<file path="src/rtl/systolic_array_4x4_pkg.sv">
// rtl/systolic_array_4x4_pkg.sv - shared sizes and result-bus field indexing for the 4x4 systolic array
package systolic_array_4x4_pkg;

  localparam int N      = 4;
  localparam int DATA_W = 4;
  localparam int ACC_W  = 10;
  localparam int OUT_W  = N * N * ACC_W;

  // Low bit of PE(i,j)'s accumulator within the flat result bus.
  function automatic int field_lo(input int i, input int j);
    return (N * i + j) * ACC_W;
  endfunction

endpackage

</file>
<file path="src/rtl/systolic_array_4x4_pe.sv">
// rtl/systolic_array_4x4_pe.sv - one processing element: multiply-accumulate in place, forward operands right/down
module systolic_pe
  import systolic_array_4x4_pkg::*;
(
  input  logic              clk,
  input  logic              res,
  input  logic [DATA_W-1:0] a_in,
  input  logic [DATA_W-1:0] b_in,
  output logic [DATA_W-1:0] a_out,
  output logic [DATA_W-1:0] b_out,
  output logic [ACC_W-1:0]  acc
);

  logic [2*DATA_W-1:0] prod;

  assign prod = a_in * b_in;

  // Reset branch never looks at a_in/b_in, so undriven operands cannot leak into state.
  always_ff @(posedge clk) begin
    if (!res) begin
      acc   <= '0;
      a_out <= '0;
      b_out <= '0;
    end else begin
      acc   <= acc + ACC_W'(prod);
      a_out <= a_in;
      b_out <= b_in;
    end
  end

endmodule

</file>
<file path="src/rtl/systolic_array_4x4.sv">
// rtl/systolic_array_4x4.sv - 4x4 output-stationary systolic array, C = A x B on unsigned 4-bit elements
module systolic_array_4x4
  import systolic_array_4x4_pkg::*;
(
  input  logic              clk,
  input  logic              res,
  input  logic [DATA_W-1:0] a0,
  input  logic [DATA_W-1:0] a1,
  input  logic [DATA_W-1:0] a2,
  input  logic [DATA_W-1:0] a3,
  input  logic [DATA_W-1:0] b0,
  input  logic [DATA_W-1:0] b1,
  input  logic [DATA_W-1:0] b2,
  input  logic [DATA_W-1:0] b3,
  output logic [OUT_W-1:0]  out
);

  logic [DATA_W-1:0] a_row [N];
  logic [DATA_W-1:0] b_col [N];

  // a_h[i][j] is the a operand seen by PE(i,j); column N is the right-edge spill.
  logic [DATA_W-1:0] a_h [N][N+1];
  logic [DATA_W-1:0] b_v [N+1][N];
  logic [ACC_W-1:0]  acc [N][N];

  assign a_row[0] = a0;
  assign a_row[1] = a1;
  assign a_row[2] = a2;
  assign a_row[3] = a3;
  assign b_col[0] = b0;
  assign b_col[1] = b1;
  assign b_col[2] = b2;
  assign b_col[3] = b3;

  for (genvar e = 0; e < N; e++) begin : g_edge
    assign a_h[e][0] = a_row[e];
    assign b_v[0][e] = b_col[e];
  end

  for (genvar gi = 0; gi < N; gi++) begin : g_row
    for (genvar gj = 0; gj < N; gj++) begin : g_col
      systolic_pe u_pe (
        .clk   (clk),
        .res   (res),
        .a_in  (a_h[gi][gj]),
        .b_in  (b_v[gi][gj]),
        .a_out (a_h[gi][gj+1]),
        .b_out (b_v[gi+1][gj]),
        .acc   (acc[gi][gj])
      );

      assign out[field_lo(gi, gj) +: ACC_W] = acc[gi][gj];
    end
  end

endmodule

</file>
<file path="config.mk">
export PLATFORM = sky130hd
export DESIGN_NAME = systolic_array_4x4
export DESIGN_NICKNAME = d
export VERILOG_FILES = /design/src/rtl/systolic_array_4x4_pkg.sv /design/src/rtl/systolic_array_4x4_pe.sv /design/src/rtl/systolic_array_4x4.sv
export SDC_FILE = /design/constraint.sdc
export NUM_CORES = 1
export LEC_CHECK = 0
export CAP_MARGIN = 0
export CORE_ASPECT_RATIO = 1.25
export CORE_UTILIZATION = 49
export DETAILED_ROUTE_END_ITERATION = 8
export PLACE_DENSITY_LB_ADDON = 0.05
export SLEW_MARGIN = 20
export SYNTH_ARGS = -nofsm -noshare
export SYNTH_HDL_FRONTEND = slang
export SYNTH_SLANG_ARGS = --single-unit
</file>
<file path="constraint.sdc">
create_clock -name clk -period 3.5 [get_ports clk]
set_input_delay 0.875 -clock clk [delete_from_list [all_inputs] [get_ports clk]]
set_output_delay 0.875 -clock clk [all_outputs]
set_load 0.03 [all_outputs]
</file>
==> metrics <==
outcome finished, final reports clean; share of the yosys chip area belonging to registers 25.89%; gpl congestion 0.8792; chip width 181.8 um; category of the worst setup path launch point input port; Power per Cell Area 413.7 nW/um^2; highest attainable clock frequency 292.5 MHz; TritonCTS clock tree yes; H-Tree Depth 2; count of warnings emitted by yosys 0; total of endpoints with negative setup slack in the final report 0; worst-case headroom to the max-slew limit 37.62%; CTS clk-pin slew, worst paths approximately 0.060 ns; layout cell share with drive strength beyond 1 11.12%; Tightest Hold Check Type register to register; Layout fillers 3418; setup tns final 0 ns; vias per cell 5.132; Yosys reg bits 256; Cell Count, Final, Fillers Out 3017; clock skew between 0.01 and 0.015 ns; number of I/O port buffers 193; IO Pins 194; Clock Latency Late Sink 0.52 ns; period utilization a little over nine tenths; Post-Syn Instances 2155; peak ir drop on the vdd network 397.4 uV; effective utilization at floorplan roughly 50%; remaining global-route overflow 0; DR iter-0 viols 476; total number of placement rows 81; number of max-capacitance violations reported 0; synthesized net count ~2.6k; largest net degree at the start of global routing 105; post-synthesis instance area 19800 um^2; ys async rst share 0%; CTS max path bufs 3; Total Die Area 41210 um^2; count of cell types in the netlist 50; Core Area 39420 um^2; Period minus WS final between 3 and 4 ns; most common library cells after synthesis 394 x sky130_fd_sc_hd__inv_1, 320 x sky130_fd_sc_hd__and2_1, 288 x sky130_fd_sc_hd__ha_1, 256 x sky130_fd_sc_hd__dfxtp_1, 144 x sky130_fd_sc_hd__fa_1; slew at the pin closest to its max-slew limit 0.9357 ns; crit end category register; number of global-route vias before repair 16.05k; Antenna Violating Nets Remaining 0; clock sink count between 200 and 300; endpoint arrival time on the critical path between 3 and 4 ns; root buffer cell sky130_fd_sc_hd__clkbuf_16; number of design rule violations left after detail routing 0; total of hold buffers inserted after clock tree synthesis 0; Post-synth EDFFs 0; diodes inserted 0; routed length per placed instance 14.75 um; number of nets at the end of the flow approximately 3.0k; area used by multi-input combinational logic 13340 um^2; layout-stage area growth over the synthesis result 25.11%; most used standard cell by instance count after synthesis sky130_fd_sc_hd__inv_1; initial antenna violation count 0; startpoint-to-endpoint class of the critical path input port to register; number of vias after detailed routing roughly 15k; number of CTS-inserted buffers 34; overall fraction of global-route tracks in use 22.33%; Post-Syn Area per Cell 9.186 um^2; largest fanout of any net on the critical path 4; cell total after placement 2956; wirelength, routed 44.51 mm; cell types occupying the most area after synthesis sky130_fd_sc_hd__dfxtp_1 26%, sky130_fd_sc_hd__ha_1 18%, sky130_fd_sc_hd__fa_1 15%; Die Y 226.7 um; count of pins over their slew limit 0; post-synthesis cell type with the largest combined area sky130_fd_sc_hd__dfxtp_1; commonest register cell after synthesis sky130_fd_sc_hd__dfxtp_1; share of the synthesized area in the top cell type 25.89%; first-pass GRT wire length 75.11 mm; Final Util 62.82%; setup repair after global routing missed its margin yes; static leakage 12.28 nW; area of all sequential standard cells 5127 um^2; Final Hold Viols 0; Worst Path Required 3.94 ns; total power approximately 10 mW; hpwl dp 35.45 mm; router iterations before antenna repair 4
## cell usage in the layout, fill, tap and decap left out, types with 28 or more instances in the layout
cell	instances
sky130_fd_sc_hd__nand2_1	86
sky130_fd_sc_hd__nand3_1	33
sky130_fd_sc_hd__dfxtp_1	254
sky130_fd_sc_hd__or3_1	30
sky130_fd_sc_hd__ha_1	275
sky130_fd_sc_hd__fa_1	143
sky130_fd_sc_hd__a21oi_1	30
sky130_fd_sc_hd__and2_1	318
sky130_fd_sc_hd__buf_4	149
sky130_fd_sc_hd__nor3_1	42
sky130_fd_sc_hd__nor2_1	43
sky130_fd_sc_hd__a211oi_1	42
sky130_fd_sc_hd__o21a_1	28
sky130_fd_sc_hd__clkbuf_16	37
sky130_fd_sc_hd__mux2i_1	30
sky130_fd_sc_hd__inv_1	387
sky130_fd_sc_hd__clkdlybuf4s50_1	166
sky130_fd_sc_hd__o21ai_0	54
## worst paths after layout
kind,startpoint,to,slack (ns),cells after the start
worst max-delay path,a1[0],g_row[1].g_col[0].u_pe.acc[9],0.08,11
worst min-delay path,g_row[0].g_col[2].u_pe.acc[9],g_row[0].g_col[2].u_pe.acc[9],0.48,2
worst max register to register,g_row[2].g_col[2].u_pe.b_out[2],g_row[3].g_col[2].u_pe.acc[6],0.14,10
worst min register to register,g_row[0].g_col[2].u_pe.acc[9],g_row[0].g_col[2].u_pe.acc[9],0.48,2
## logic make-up (layout without fill, tap and decap cells)
group | count (synthesis) | in the layout | synth area share, %
multiplexers | 30 | 30 | 1.517
AND/OR/NAND/NOR | 682 | 682 | 19.59
flip-flops | 256 | 256 | 25.89
AO/OA/AOI/OAI | 315 | 315 | 11.46
XOR/XNOR | 5 | 5 | 0.2212
adder cells (fa/ha/maj) | 432 | 432 | 32.77
buffers and inverters | 435 | 799 | 8.552
## worst max-delay path, stage by stage
cell and delay, ns:
sky130_fd_sc_hd__dlygate4sd2_1 0.25, sky130_fd_sc_hd__nand2_4 0.06, sky130_fd_sc_hd__fa_1 0.56, sky130_fd_sc_hd__fa_1 0.44, sky130_fd_sc_hd__fa_1 0.55, sky130_fd_sc_hd__inv_2 0.05, sky130_fd_sc_hd__ha_4 0.21, sky130_fd_sc_hd__nor2b_4 0.12
sky130_fd_sc_hd__o31a_1 0.30, sky130_fd_sc_hd__o31ai_2 0.23, sky130_fd_sc_hd__mux2i_1 0.21
## routing by layer
layer / vias to the layer above / wire length (um) / track usage, %
li1: 7813 / - / -
met1: 7340 / 18510 / 25.67
met2: 257 / 22450 / 41.08
met3: 72 / 2175 / 4.240
met4: 0 / 1373 / 7.900
met5: - / 0 / 0
## flip-flops by register name, indices dropped and copies added, names as in the netlist
signal	count
g_row.g_col.u_pe.a_out	48
g_row.g_col.u_pe.acc	160
g_row.g_col.u_pe.b_out	48
## power by group
group	internal, mW	switching (mW)
Sequential	3.19	0.219
Clock	2.19	1.36
Combinational	1.49	1.79
Total	6.88	3.37
## through the flow
step	hold slack (ns)	cell area (um^2)	worst slack (ns)
finish	0.4799	24770	0.08169
global route	0.4956	24770	-0.04215
global placement	0.4567	23530	-0.7114
detailed placement	0.4716	23530	-0.7979
floorplan	0.4726	20030	-0.04772
CTS	0.4812	24710	0.003253
## layout make-up
type,instances,area share [%]
clock buffer,48,4.148
multi-input combinational,1464,53.87
tap,498,2.516
timing repair buffer,344,12.27
inverter,395,5.997
sequential,256,20.70
clock inverter,12,0.4951
## what timing repair did
item | 4_1_cts | 5_1_grt
setup endpoints to repair | 32 | 25
pin swaps | 38 | 28
gates resized for setup | 30 | 39
endpoints found under the hold margin | 0 | 0
buffers inserted | 1 | 0
Power figures use the tool's default switching activity.
